$ cat src/rtl/key_event_pkg.sv
// Shared constants for the pushbutton event unit: status field positions and
// parameter defaults, plus the status-word packing helper.
package key_event_pkg;

    localparam int KEU_NUM_KEYS_DEF = 3;
    localparam int KEU_DEBOUNCE_DEF = 500000;

    localparam int ST_FIELD_W     = 4;
    localparam int ST_STABLE_LSB  = 0;
    localparam int ST_PRESS_LSB   = 4;
    localparam int ST_REL_LSB     = 8;
    localparam int ST_OVF_LSB     = 12;
    localparam int ST_MASK_LSB    = 16;

    function automatic logic [31:0] pack_status(
        input logic [ST_FIELD_W-1:0] stable,
        input logic [ST_FIELD_W-1:0] press,
        input logic [ST_FIELD_W-1:0] rel,
        input logic [ST_FIELD_W-1:0] ovf,
        input logic [ST_FIELD_W-1:0] mask
    );
        logic [31:0] word;
        word = 32'd0;
        word[ST_STABLE_LSB +: ST_FIELD_W] = stable;
        word[ST_PRESS_LSB  +: ST_FIELD_W] = press;
        word[ST_REL_LSB    +: ST_FIELD_W] = rel;
        word[ST_OVF_LSB    +: ST_FIELD_W] = ovf;
        word[ST_MASK_LSB   +: ST_FIELD_W] = mask;
        return word;
    endfunction

endpackage

$ cat src/rtl/key_debounce.sv
// One pushbutton: 2-flop synchronizer, stability counter and accepted-level
// register; o_rise/o_fall strobe on the edge where the stable level flips.
module key_debounce
    import key_event_pkg::*;
#(
    parameter int DEBOUNCE_CYCLES = KEU_DEBOUNCE_DEF
) (
    input  logic clk,
    input  logic rst_n,
    input  logic i_key_n,
    output logic o_stable,
    output logic o_rise,
    output logic o_fall
);

    localparam int CNT_W = (DEBOUNCE_CYCLES > 1) ? $clog2(DEBOUNCE_CYCLES) : 1;
    localparam logic [CNT_W-1:0] CNT_MAX = CNT_W'(DEBOUNCE_CYCLES - 1);

    logic             r_sync1;
    logic             r_sync2;
    logic             r_stable;
    logic [CNT_W-1:0] r_cnt;
    logic             w_diff;
    logic             w_done;

    assign w_diff = r_sync2 ^ r_stable;
    assign w_done = w_diff & (r_cnt == CNT_MAX);

    // Inversion sits ahead of the flops so a cleared synchronizer means "released".
    always_ff @(posedge clk or negedge rst_n) begin
        if (!rst_n) begin
            r_sync1  <= 1'b0;
            r_sync2  <= 1'b0;
            r_stable <= 1'b0;
            r_cnt    <= {CNT_W{1'b0}};
        end else begin
            r_sync1 <= ~i_key_n;
            r_sync2 <= r_sync1;
            if (!w_diff) begin
                r_cnt <= {CNT_W{1'b0}};
            end else if (w_done) begin
                r_cnt    <= {CNT_W{1'b0}};
                r_stable <= r_sync2;
            end else begin
                r_cnt <= r_cnt + CNT_W'(1);
            end
        end
    end

    assign o_stable = r_stable;
    assign o_rise   = w_done &  r_sync2;
    assign o_fall   = w_done & ~r_sync2;

endmodule

$ cat src/rtl/key_event_unit.sv
// Debounced pushbutton block with sticky press/release events, overflow flags,
// IRQ enable mask, a registered CPU status word and a level interrupt.
module key_event_unit
    import key_event_pkg::*;
#(
    parameter int NUM_KEYS        = KEU_NUM_KEYS_DEF,
    parameter int DEBOUNCE_CYCLES = KEU_DEBOUNCE_DEF
) (
    input  logic                clk,
    input  logic                rst_n,
    input  logic [NUM_KEYS-1:0] key_n,
    input  logic                rd_en,
    input  logic                wr_en,
    input  logic [31:0]         wr_data,
    output logic [31:0]         status,
    output logic                irq
);

    logic [NUM_KEYS-1:0]   w_stable;
    logic [NUM_KEYS-1:0]   w_rise;
    logic [NUM_KEYS-1:0]   w_fall;
    logic [NUM_KEYS-1:0]   r_press;
    logic [NUM_KEYS-1:0]   r_rel;
    logic [NUM_KEYS-1:0]   r_ovf;
    logic [NUM_KEYS-1:0]   r_ie_mask;
    logic [NUM_KEYS-1:0]   w_press_nxt;
    logic [NUM_KEYS-1:0]   w_rel_nxt;
    logic [NUM_KEYS-1:0]   w_ovf_nxt;
    logic [ST_FIELD_W-1:0] w_f_stable;
    logic [ST_FIELD_W-1:0] w_f_press;
    logic [ST_FIELD_W-1:0] w_f_rel;
    logic [ST_FIELD_W-1:0] w_f_ovf;
    logic [ST_FIELD_W-1:0] w_f_mask;
    logic [31:0]           r_status;
    logic                  r_irq;
    logic                  w_unused_wdata;

    assign w_unused_wdata = ^wr_data[31:NUM_KEYS];

    for (genvar g = 0; g < NUM_KEYS; g++) begin : g_key
        key_debounce #(
            .DEBOUNCE_CYCLES(DEBOUNCE_CYCLES)
        ) u_debounce (
            .clk      (clk),
            .rst_n    (rst_n),
            .i_key_n  (key_n[g]),
            .o_stable (w_stable[g]),
            .o_rise   (w_rise[g]),
            .o_fall   (w_fall[g])
        );
    end

    // Event capture; a read clears old events but a same-edge new event survives.
    always_comb begin
        w_press_nxt = r_press | w_rise;
        w_rel_nxt   = r_rel | w_fall;
        w_ovf_nxt   = r_ovf | (r_press & w_rise) | (r_rel & w_fall);
        if (rd_en) begin
            w_press_nxt = w_rise;
            w_rel_nxt   = w_fall;
            w_ovf_nxt   = {NUM_KEYS{1'b0}};
        end else begin
            w_press_nxt = r_press | w_rise;
        end
    end

    // Zero-extend per-key vectors into the fixed-width status fields.
    always_comb begin
        w_f_stable = {ST_FIELD_W{1'b0}};
        w_f_press  = {ST_FIELD_W{1'b0}};
        w_f_rel    = {ST_FIELD_W{1'b0}};
        w_f_ovf    = {ST_FIELD_W{1'b0}};
        w_f_mask   = {ST_FIELD_W{1'b0}};
        w_f_stable[NUM_KEYS-1:0] = w_stable;
        w_f_press[NUM_KEYS-1:0]  = r_press;
        w_f_rel[NUM_KEYS-1:0]    = r_rel;
        w_f_ovf[NUM_KEYS-1:0]    = r_ovf;
        w_f_mask[NUM_KEYS-1:0]   = r_ie_mask;
    end

    // Event, mask and output registers.
    always_ff @(posedge clk or negedge rst_n) begin
        if (!rst_n) begin
            r_press   <= {NUM_KEYS{1'b0}};
            r_rel     <= {NUM_KEYS{1'b0}};
            r_ovf     <= {NUM_KEYS{1'b0}};
            r_ie_mask <= {NUM_KEYS{1'b0}};
            r_status  <= 32'd0;
            r_irq     <= 1'b0;
        end else begin
            r_press  <= w_press_nxt;
            r_rel    <= w_rel_nxt;
            r_ovf    <= w_ovf_nxt;
            r_status <= pack_status(w_f_stable, w_f_press, w_f_rel, w_f_ovf, w_f_mask);
            r_irq    <= |(r_press & r_ie_mask);
            if (wr_en) begin
                r_ie_mask <= wr_data[NUM_KEYS-1:0];
            end else begin
                r_ie_mask <= r_ie_mask;
            end
        end
    end

    assign status = r_status;
    assign irq    = r_irq;

endmodule

$ cat config.mk
export PLATFORM = sky130hd
export DESIGN_NAME = key_event_unit
export DESIGN_NICKNAME = d
export VERILOG_FILES = /design/src/rtl/key_event_pkg.sv /design/src/rtl/key_debounce.sv /design/src/rtl/key_event_unit.sv
export SDC_FILE = /design/constraint.sdc
export NUM_CORES = 1
export LEC_CHECK = 0
export BUFFER_PORTS_ARGS = -buffer_cell sky130_fd_sc_hd__buf_2
export CORE_ASPECT_RATIO = 0.6
export CORE_MARGIN = 4
export CORE_UTILIZATION = 45
export CTS_BUF_LIST = sky130_fd_sc_hd__clkbuf_16
export CTS_CLUSTER_SIZE = 30
export DETAILED_ROUTE_END_ITERATION = 12
export GPL_TIMING_DRIVEN = 1
export PLACE_DENSITY_LB_ADDON = 0.08
export REMOVE_ABC_BUFFERS = 1
export SYNTH_ARGS = -nofsm -noshare
export SYNTH_HDL_FRONTEND = slang
export SYNTH_HIERARCHICAL = 1
export SYNTH_SLANG_ARGS = --single-unit
$ cat constraint.sdc
create_clock -name clk -period 2.2 [get_ports clk]
set_input_delay 0.22 -clock clk [delete_from_list [all_inputs] [get_ports clk]]
set_output_delay 0.22 -clock clk [all_outputs]
set_load 0.02 [all_outputs]
### Yosys cells after proc, flatten, opt, wreduce, memory -nomap -nowiden

Index checks and enable logic that the tools add are counted.

| word-level totals | value |
|---|---|
| bits in registers | 94 |
| latch bits | 0 |
| memory bits (writable) | 0 |
| memory bits (read-only) | 0 |
| input port bits | 39 |
| output and inout bits | 33 |
| word-level logic and storage cells | 62 |
| memories kept | 0 |

| operators by class | value |
|---|---|
| add/subtract/negate cells | 3 |
| multipliers | 0 |
| div/mod/pow operators | 0 |
| order comparisons | 0 |
| equal/unequal tests | 3 |
| shift operators | 0 |
| muxes and demuxes | 9 |
| bitwise gates (word level) | 25 |
| reduce and logical (&&, ||, !) cells | 4 |

Operators by type and width:

| cell | number |
|---|---|
| 19-bit 2-to-1 mux | 6 |
| 19-bit by 1-bit adder with 19-bit output (second input constant) | 3 |
| 19-bit equality test (second input constant) | 3 |
| 3-bit OR | 4 |
| 1-bit AND | 9 |
| 3-bit AND | 3 |
| 3-bit 2-to-1 mux | 3 |
| 1-bit NOT | 6 |
| 2-bit AND reduction | 3 |
| 3-bit OR reduction | 1 |
| 1-bit XOR | 3 |

### Logic depth before layout (Yosys ltp)

Gate-level depths: netlist of run 1.

| logic depth | value |
|---|---|
| depth after elaboration | 7 |
| mapped depth | 7 |

### By module

Netlist of run 1, hierarchy kept.

Modules (own cells, without submodules):

| module | times used | cells each | area an instance (um^2) |
|---|---|---|---|
| key_debounce | 3 | 113 | 1,101.1 |
| key_event_unit | 1 | 64 | 965.9 |

### Worst setup path after synthesis of run 1

OpenSTA, ideal clock, no wires.

| timing | value |
|---|---|
| path type | reg2reg |
| start point | register g_key[0].u_debounce.r_cnt[11] |
| end point | register g_key[0].u_debounce.r_cnt[10] |
| library setup time | 0.119 ns |
| arrival | 1.552 ns |
| slack | 0.529 ns |
| cell stages (with the launch flop) | 7 |
| buffers on the path | 2 |
| path through | dfrtp_1 or4b_1 nor3b_2 a31o_1 buf_4 buf_6 nor2_1 |

| between the ends | value |
|---|---|
| cells in the longest elaborated chain, start to end | 4 |

RTL lines:

| what | line | text |
|---|---|---|
| from (decl) | key_debounce.sv:22 | `logic [CNT_W-1:0] r_cnt;` |
| from (signal assigned) | key_debounce.sv:35 | `r_cnt <= {CNT_W{1'b0}};` |
| from (signal assigned) | key_debounce.sv:40 | `r_cnt <= {CNT_W{1'b0}};` |
| from (signal assigned) | key_debounce.sv:42 | `r_cnt <= {CNT_W{1'b0}};` |
| 19-bit equality test | key_debounce.sv:27 | `assign w_done = w_diff & (r_cnt == CNT_MAX);` |
| 1-bit AND | key_debounce.sv:27 |  |
| 19-bit 2-to-1 mux | key_debounce.sv:41 | `end else if (w_done) begin` |
| 19-bit 2-to-1 mux | key_debounce.sv:39 | `if (!w_diff) begin` |

No other way between the ends.
A chain may end at the register's enable or synchronous reset.

### Worst setup path in the final report of run 1

| timing | value |
|---|---|
| start point | register g_key[0].u_debounce.r_cnt[12] |
| end point | register g_key[0].u_debounce.r_cnt[3] |

Same word-level chain as after synthesis.

==> metrics.txt, run 1 <==
area leader, netlist dfrtp_1; average via count per standard cell slightly below 5; WS Path Type register to register; Skew-Pair Late Insertion Delay 0.34 ns; total vias in the final route 2805; run status finished clean; design area between 4000 and 5000 sq um; Final nets 480; power per cell area about 730 nW/um^2; FF-to-FF Start g_key[0].u_debounce/r_cnt[12]; Worst Tran Pin Value around 0.52 ns; post-synthesis cell area 4270 sq um; worst reg2reg setup slack about 0.31 ns; routed length per placed instance ~14 um; vias in the first global route approximately 2600; part of the total power dissipated in sequential elements 0.512; violation count after the first detailed-routing iteration 130; mean instance size in the synthesized netlist around 11 sq um; post-CTS resize count 0; effective utilization at floorplan 0.463; headroom to the max-slew limit 0.652; largest net degree at the start of global routing 41; DP Worst Slack 0.315 ns; ratio of cells with drive above 1 in the final layout 0.140; count of placed standard cells including taps around 560; Final Non-Filler Cells 572; RD Place Congestion roughly 0.81; worst-case clock buffer depth 2; total global-route track usage 0.149; critical path data required time 2.43 ns; area of the core region between 9000 and 10000 sq um; share of synthesized area occupied by flip-flops and latches 0.551; crit path DAT between 2 and 2.5 ns; port buffer count 25; hold path start key_n[0]; Post CTS Setup Buffer Count 0; sink of the worst hold path g_key[0].u_debounce/r_sync1; Clock transition at path regs roughly 0.070 ns; worst setup margin just over 0.3 ns; count of different cell masters after synthesis 29; CTS tree done; Final Max Slew Viols 0; biggest area contributors in the synthesized netlist dfrtp_1, xnor2_1, nor2_1, buf_4, or3_1; portion of synthesized cell area occupied by the leading cell type 0.551; Fin Setup TNS 0 ns; 1st-pass router iterations 4; fraction of registers with async set/reset 1.00; number of antenna violations at the first check in global routing 0; CTS Buf Count 9; Worst Skew about 0.008 ns; diodes inserted 0; static power due to leakage ~0.0021 uW; signed area change from the synthesized netlist to the final layout 12.4%; synthesized instance count 403; clk sink count 94; R2R depth 5; unrepaired setup endpoints after global routing no; Max Freq roughly 530 MHz; total of fill cells in the finished design around 850; worst hold path cell count 2; ratio of final minimum period to clock period 0.858; switching part of the total 0.228; shortest clock period the worst path allows after layout 1.89 ns; overall overflow remaining after global route 0; top_reg_cell synth dfrtp_1; post-detailed-placement half-perimeter wirelength approximately 5500 um; number of flops mapped to enable cells by yosys 0; Clock Power Share 0.444; die footprint 11200 sq um; worst IR drop on VDD between 0.0003 and 0.0004 V; H-tree depth 3; Combinational Power Share 0.044; internal power 2690 uW; antenna-violating nets left 0; width of the die approximately 130 um; die height between 80 and 90 um; most numerous cell types in the synthesized netlist dfrtp_1, nor2_1, xnor2_1; first-pass GRT wire length roughly 13000 um; FF+latch count, synth 94; most frequent cell after synthesis dfrtp_1; worst flop-to-flop path endpoint g_key[0].u_debounce/r_cnt[3]; Post-Route WL between 7000 and 8000 um; final count of negative-setup-slack endpoints 0; post-placement cell area 4490 sq um; largest fanout on the critical path 7; max-capacitance violation count 0; number of rows in the core area 27; Yosys warnings 6; num ports 72; kind of path behind the tightest hold check input port to register; DRC violation count after routing 0; Final Hold Vio Count 0; hold_ws around 0.017 ns; sort of element at the end of the critical path register; critical path startpoint category register; switching power summed over all nets 794 uW; cell at the root of the clock tree clkbuf_16
[power by group through the flow]
stage / logic, uW / registers [uW] / clock network [uW]
2_1_floorplan: 71.0 / 1820 / 0
3_3_place_gp: 153 / 1810 / 0
3_5_place_dp: 154 / 1810 / 0
4_1_cts: 157 / 1780 / 1600
5_1_grt: 175 / 1780 / 1670
6_report: 154 / 1780 / 1550
[repair_timing]
action                                  4_1_cts  5_1_grt
endpoints found under the hold margin        39        0
endpoints found under the setup margin        0        0
hold buffers                                  2        0
[layout by cell type, fill, tap and decap left out, types with 12 or more instances in the layout]
cell / count
dfrtp_1: 94
inv_1: 22
or3_1: 15
conb_1: 17
nor2_1: 72
buf_2: 24
xnor2_1: 42
nand3_1: 18
nor4_1: 12
nand2_1: 15
nor3_1: 18
[final cells by class]
type	count	area (sq um)	area share
Multi-Input combinational cell	276	1690	0.352
Sequential cell	94	2350	0.490
Clock buffer	9	225	0.0469
Inverter	23	86.3	0.0180
Timing Repair Buffer	34	213	0.0443
Tap cell	130	163	0.0339
Clock inverter	6	68.8	0.0143
[worst max path at each step]
stage                     cells past startpoint                           from                            end
final                                         5  g_key[0].u_debounce/r_cnt[12]   g_key[0].u_debounce/r_cnt[3]
after global placement                        5  g_key[0].u_debounce/r_cnt[12]   g_key[0].u_debounce/r_cnt[6]
after CTS                                     5   g_key[0].u_debounce/r_cnt[0]  g_key[0].u_debounce/r_cnt[18]
after detailed placement                      5   g_key[0].u_debounce/r_cnt[0]  g_key[0].u_debounce/r_cnt[18]
after global routing                          5   g_key[0].u_debounce/r_cnt[0]  g_key[0].u_debounce/r_cnt[18]
after floorplan                               4  g_key[0].u_debounce/r_cnt[11]  g_key[0].u_debounce/r_cnt[10]
[metal layers]
metal  GRT usage  wire (um)  share of wire
met1       0.238       4310           0.55
met4      0.0448         73         0.0094
met2       0.186       2900           0.37
met3      0.0484        485          0.062
met5           0          0              0
[cell families (layout without fill, tap and decap cells)]
family | after synthesis | after routing | share of synthesized area
adders and majority gates | 3 | 3 | 0.00879
other | 1 | 17 | 0.000878
buffers and inverters | 49 | 72 | 0.0668
AOI/OAI and AO/OA | 25 | 25 | 0.0393
DFF | 94 | 94 | 0.551
xor gates and xnor gates | 48 | 48 | 0.0985
and+or+nand+nor | 177 | 177 | 0.219
muxes | 6 | 6 | 0.0158
[worst max-delay path, stage by stage (launching register included)]
cell and delay, ns:
dfrtp_1 0.44, or4b_1 0.53, nor3b_2 0.21, a31o_1 0.34, buf_4 0.21, nor2_1 0.06
[registers in the layout, summed over array words and instances (netlist names)]
signal                     flops
g_key.u_debounce/r_cnt        57
status                        15
g_key.u_debounce/o_stable      3
g_key.u_debounce/r_sync1       3
g_key.u_debounce/r_sync2       3
r_ie_mask                      3
r_ovf                          3
r_press                        3
r_rel                          3
irq                            1
[stage by stage]
step            util  power, uW
2_1_floorplan      -       1890
3_3_place_gp   0.486       1970
3_5_place_dp   0.486       1970
4_1_cts        0.520       3530
5_1_grt        0.520       3630
6_report       0.520       3480
No activity file was read; power rests on OpenSTA's default activity.
==> run 2: changes to the inputs <==
--- a/config.mk
+++ b/config.mk
@@ -14,7 +14,6 @@
 export DETAILED_ROUTE_END_ITERATION = 12
 export GPL_TIMING_DRIVEN = 1
 export PLACE_DENSITY_LB_ADDON = 0.08
-export REMOVE_ABC_BUFFERS = 1
 export SYNTH_ARGS = -nofsm -noshare
 export SYNTH_HDL_FRONTEND = slang
 export SYNTH_HIERARCHICAL = 1
==> run 2 against run 1 <==
The flow now finishes with violations (hold timing). Sequential power barely moved. Total power rose by 4.1%. Hold slack got worse by 0.052 ns. Die area did not move. Clock-buffer cell count did not move. Clock skew rose by 0.00076 ns. Global-route usage rose by 0.58 points. Core utilization rose by 0.19 points. Via count rose by 0.64%.
==> metrics.txt, run 2 (synthesis results as in run 1) <==
1st-pass router iterations 6; Clock transition at path regs around 0.070 ns; CP Cell Sequence ha_1, nand4_2, or3_1, or3_1, a21oi_1; leading cell types in the layout, fill and taps excluded dfrtp_1, nor2_1, xnor2_1; static power due to leakage approximately 0.0021 uW; effective utilization at floorplan 0.463; internal power approximately 2800 uW; CTS tree done; slowest stage cell on the critical path or3_1; ratio of final minimum period to clock period 0.870; most common cell after layout, fill and taps aside dfrtp_1; shortest clock period the worst path allows after layout approximately 1.9 ns; ratio of cells with drive above 1 in the final layout 0.141; area of the core region 9220 sq um; largest net degree at the start of global routing 67; Skew-Pair Late Insertion Delay between 0.3 and 0.4 ns; critical path data required time 2.47 ns; WS Path Type register to register; die height between 80 and 90 um; kind of path behind the tightest hold check input port to asynchronous set/reset pin; switching power summed over all nets 811 uW; Worst Tran Pin Value 0.824 ns; worst-case clock buffer depth 2; worst IR drop on VDD ~0.00037 V; sort of element at the end of the critical path register; number of rows in the core area 27; H-tree depth 3; part of the total power dissipated in sequential elements 0.492; largest register by flop count g_key.u_debounce/r_cnt; run status complete, but fails checks; Clock Power Share 0.467; largest fanout on the critical path 9; port buffer count 25; cell at the root of the clock tree clkbuf_16; Combinational Power Share 0.041; total of fill cells in the finished design roughly 840; worst flop-to-flop path endpoint g_key[1].u_debounce/r_cnt[18]; antenna-violating nets left 0; total global-route track usage 0.155; final count of negative-setup-slack endpoints 0; CTS Buf Count 9; number of antenna violations at the first check in global routing 0; DRC violation count after routing 0; power per cell area 752 nW/um^2; vias in the first global route around 2700; headroom to the max-slew limit 0.450; post-detailed-placement half-perimeter wirelength between 5000 and 6000 um; worst reg2reg setup slack 0.29 ns; FF-to-FF Start g_key[1].u_debounce/r_cnt[0]; overall overflow remaining after global route 0; switching part of the total 0.224; Fin Setup TNS 0 ns; diodes inserted 0; critical path startpoint category register; clk sink count 94; max reg flops between 50 and 60; max-capacitance violation count 0; unrepaired setup endpoints after global routing no; most numerous cell on the critical path or3_1; total vias in the final route 2823; RD Place Congestion roughly 0.78; slowest stage delay, CP around 0.44 ns; Post-Route WL approximately 8000 um; Final Hold Vio Count between 40 and 50; final core occ 0.522; signed area change from the synthesized netlist to the final layout 12.8%; Max Freq roughly 520 MHz; R2R depth 5; routed length per placed instance 14.0 um; violation count after the first detailed-routing iteration approximately 170; crit path DAT ~2.2 ns; num ports 72; Worst Skew approximately 0.0088 ns; violations in the final reports hold timing; Post CTS Setup Buffer Count 0; width of the die ~130 um; Final Max Slew Viols 0; average via count per standard cell between 4 and 5; Final nets approximately 480; die footprint approximately 11000 sq um; hold_ws -0.0347 ns; first-pass GRT wire length 13800 um
## run 2: cell count changes in the layout (fill, tap and decap cells not counted), sizes merged
| cell | previous run | this run |
|---|---|---|
| dlygate4sd3 | 2 | 1 |
| bufinv | 1 | 2 |
| buf | 32 | 31 |
## run 2: area by class of cell
class                   instances  area [sq um]  area share
well taps                     130           163      0.0338
inverters                      23          86.3      0.0179
repair buffers                 32           195      0.0405
clock inverters                 7           104      0.0216
multi-input cells             276          1690       0.351
flip-flops and latches         94          2350       0.488
clock buffers                   9           225      0.0468
## run 2: stage by stage
| stage | instance area [sq um] | setup slack [ns] | total power (uW) | cells |
|---|---|---|---|---|
| CTS | 4820 | 0.283 | 3670 | 571 |
| floorplan | 4330 | 0.529 | 1920 | 419 |
| detailed placement | 4480 | 0.291 | 1970 | 554 |
| finish | 4820 | 0.286 | 3620 | 571 |
| global route | 4820 | 0.159 | 3790 | 571 |
| global placement | 4480 | 0.361 | 1960 | 554 |
## run 2: power groups by stage
stage | Combinational (uW) | Clock (uW) | Sequential (uW)
after global placement | 151 | 0 | 1810
after detailed placement | 152 | 0 | 1820
after global routing | 172 | 1830 | 1790
final | 150 | 1690 | 1780
after CTS | 154 | 1740 | 1780
after floorplan | 104 | 0 | 1820
## run 2: per-layer routing
layer,wire [um],vias to the layer above,track usage,part of all wire
met2,2980,67,0.197,0.37
met3,431,9,0.0406,0.054
li1,-,1407,-,-
met1,4480,1340,0.250,0.56
met4,72,0,0.0486,0.0090
met5,0,-,0,0
## run 2: worst max-delay path: cells and delay by family (launching register included)
family	cells	cell delay [ns]
flops	1	0.43
simple gates	3	1.02
compound gates	1	0.13
fa+ha+maj	1	0.27
## run 2: how the worst max path moves through the flow
stage / start / end / slack (ns) / cells after the start
detailed placement: g_key[1].u_debounce/r_cnt[0] / g_key[1].u_debounce/r_cnt[18] / 0.29 / 5
floorplan: g_key[0].u_debounce/r_cnt[11] / g_key[0].u_debounce/r_cnt[10] / 0.53 / 6
CTS: g_key[1].u_debounce/r_cnt[0] / g_key[1].u_debounce/r_cnt[18] / 0.28 / 5
global placement: g_key[2].u_debounce/r_cnt[0] / g_key[2].u_debounce/r_cnt[18] / 0.36 / 5
global route: g_key[2].u_debounce/r_cnt[0] / r_ovf[2] / 0.16 / 7
finish: g_key[1].u_debounce/r_cnt[0] / g_key[1].u_debounce/r_cnt[18] / 0.29 / 5
## run 2: what timing repair did
item | 4_1_cts | 5_1_grt
resized for setup | 0 | 0
setup endpoints to repair | 0 | 0
hold buffers | 1 | 0
hold endpoints to repair | 1 | 0
==> run 3: changes to the inputs <==
--- a/config.mk
+++ b/config.mk
@@ -13,7 +13,7 @@
 export CTS_CLUSTER_SIZE = 30
 export DETAILED_ROUTE_END_ITERATION = 12
 export GPL_TIMING_DRIVEN = 1
-export PLACE_DENSITY_LB_ADDON = 0.08
+export PLACE_DENSITY = 0.66
 export SYNTH_ARGS = -nofsm -noshare
 export SYNTH_HDL_FRONTEND = slang
 export SYNTH_HIERARCHICAL = 1
==> run 3 against run 2 <==
The run now ends clean. Global-route usage fell by 0.34 points. Highest routed layer unchanged. First-iteration DRC count increased by 39%. Sequential share of layout area grew 0.38 points. Wire length shrank 0.10%. Hold slack better by 0.051 ns. Die area unchanged. Total power fell by 6.1%. Cell area fell by 0.78%. Sequential power hardly changed. Sequential cell count stayed put.
==> metrics.txt, run 3 (synthesis results as in run 1) <==
Final Max Slew Viols 0; ratio of final minimum period to clock period 0.854; area of the core region just over 9000 sq um; critical path startpoint category register; post-detailed-placement half-perimeter wirelength ~5600 um; overall overflow remaining after global route 0; effective utilization at floorplan 0.463; clk sink count 94; num ports 72; worst-case clock buffer depth 2; worst setup path startpoint g_key[2].u_debounce/r_cnt[0]; worst IR drop on VDD 0.000367 V; Worst Skew between 0.006 and 0.007 ns; switching part of the total 0.239; Post-Route WL a little under 8000 um; Fin Setup TNS 0 ns; part of the total power dissipated in sequential elements 0.524; worst flop-to-flop path endpoint g_key[2].u_debounce/r_cnt[18]; signed area change from the synthesized netlist to the final layout 12.0%; critical path data required time 2.47 ns; CP delay by family, top simple AND/OR/NAND/NOR gates; most common cell after layout, fill and taps aside dfrtp_1; DRC violation count after routing 0; H-tree depth 3; 1st-pass router iterations 4; ratio of cells with drive above 1 in the final layout 0.143; kind of path behind the tightest hold check input port to register; average via count per standard cell 4.98; worst hold path cell count 2; total power draw approximately 3400 uW; sink of the worst hold path g_key[1].u_debounce/r_sync1; static power due to leakage 0.00210 uW; Clock Power Share 0.432; first-pass GRT wire length 13400 um; violation count after the first detailed-routing iteration roughly 240; antenna-violating nets left 0; max reg flops 57; CP Cell Sequence ha_1, nand4_2, or3_1, or3_1, a21oi_1; Post CTS Setup Buffer Count 0; crit path DAT 2.15 ns; Final Hold Vio Count 0; hold path start key_n[1]; internal power between 2000 and 3000 uW; total of fill cells in the finished design 860; R2R depth 5; total vias in the final route 2847; slowest stage cell on the critical path or3_1; Final nets 479; die height 83.4 um; post-CTS resize count 0; Max Freq ~530 MHz; largest register by flop count g_key.u_debounce/r_cnt; sum of buffers and inverters on the critical path 0; unrepaired setup endpoints after global routing no; final core occ 0.518; leading cell types in the layout, fill and taps excluded dfrtp_1, nor2_1, xnor2_1; largest net degree at the start of global routing 49; width of the die 134 um; port buffer count 25; final count of negative-setup-slack endpoints 0; switching power summed over all nets between 800 and 900 uW; total global-route track usage 0.152; number of rows in the core area 27; vias in the first global route ~2700; max-capacitance violation count 0; RD Place Congestion slightly above 0.8; number of antenna violations at the first check in global routing 0; shortest clock period the worst path allows after layout around 1.9 ns; Skew-Pair Late Insertion Delay 0.34 ns; slowest stage delay, CP 0.43 ns; WS Path Type register to register; most numerous cell on the critical path or3_1; die footprint about 11000 sq um; power per cell area 712 nW/um^2; Combinational Power Share 0.045; routed length per placed instance between 10 and 15 um; count of hold buffers inserted by post-cts repair 1; CTS Buf Count 9; largest fanout on the critical path 9; run status finished clean; Clock transition at path regs approximately 0.070 ns; cell at the root of the clock tree clkbuf_16; CTS tree done; sort of element at the end of the critical path register; diodes inserted 0; worst reg2reg setup slack roughly 0.32 ns; FF-to-FF Start g_key[2].u_debounce/r_cnt[0]
run 3: layout make-up:
class	instances	area [sq um]	share of cell area
clock buffers	9	225	0.0471
clock inverters	7	58.8	0.0123
inverters	23	86.3	0.0181
multi-input cells	276	1690	0.354
flip-flops and latches	94	2350	0.492
well taps	130	163	0.0340
repair buffers	33	203	0.0424
run 3: worst max path at each step:
stage	to	slack (ns)	cells past startpoint
after CTS	g_key[2].u_debounce/r_cnt[18]	0.32	5
after floorplan	g_key[0].u_debounce/r_cnt[10]	0.53	6
after global placement	g_key[1].u_debounce/r_cnt[18]	0.38	5
final	g_key[2].u_debounce/r_cnt[18]	0.32	5
after detailed placement	g_key[2].u_debounce/r_cnt[18]	0.31	5
after global routing	r_ovf[2]	0.16	7
run 3: power by group through the flow:
stage | clock, uW | sequential [uW] | combinational (uW)
after floorplan | 0 | 1820 | 104
after global placement | 0 | 1810 | 151
after detailed placement | 0 | 1820 | 153
after CTS | 1520 | 1780 | 156
after global routing | 1600 | 1790 | 174
final | 1470 | 1780 | 152
run 3: routing by layer:
metal	track usage	wire length, um	part of all wire	vias to the layer above
li1	-	-	-	1404
met1	0.227	4250	0.53	1383
met2	0.208	3240	0.41	50
met3	0.0521	400	0.050	10
met4	0.0392	70	0.0088	0
met5	0	0	0	-
run 3: stage by stage:
step	cells	worst slack (ns)	area, sq um	hold WS [ns]
global placement	555	0.380	4490	0.180
CTS	572	0.320	4780	0.000396
global route	572	0.163	4780	0.00184
detailed placement	555	0.311	4490	0.182
finish	572	0.321	4780	0.0167
floorplan	419	0.529	4330	-0.0756
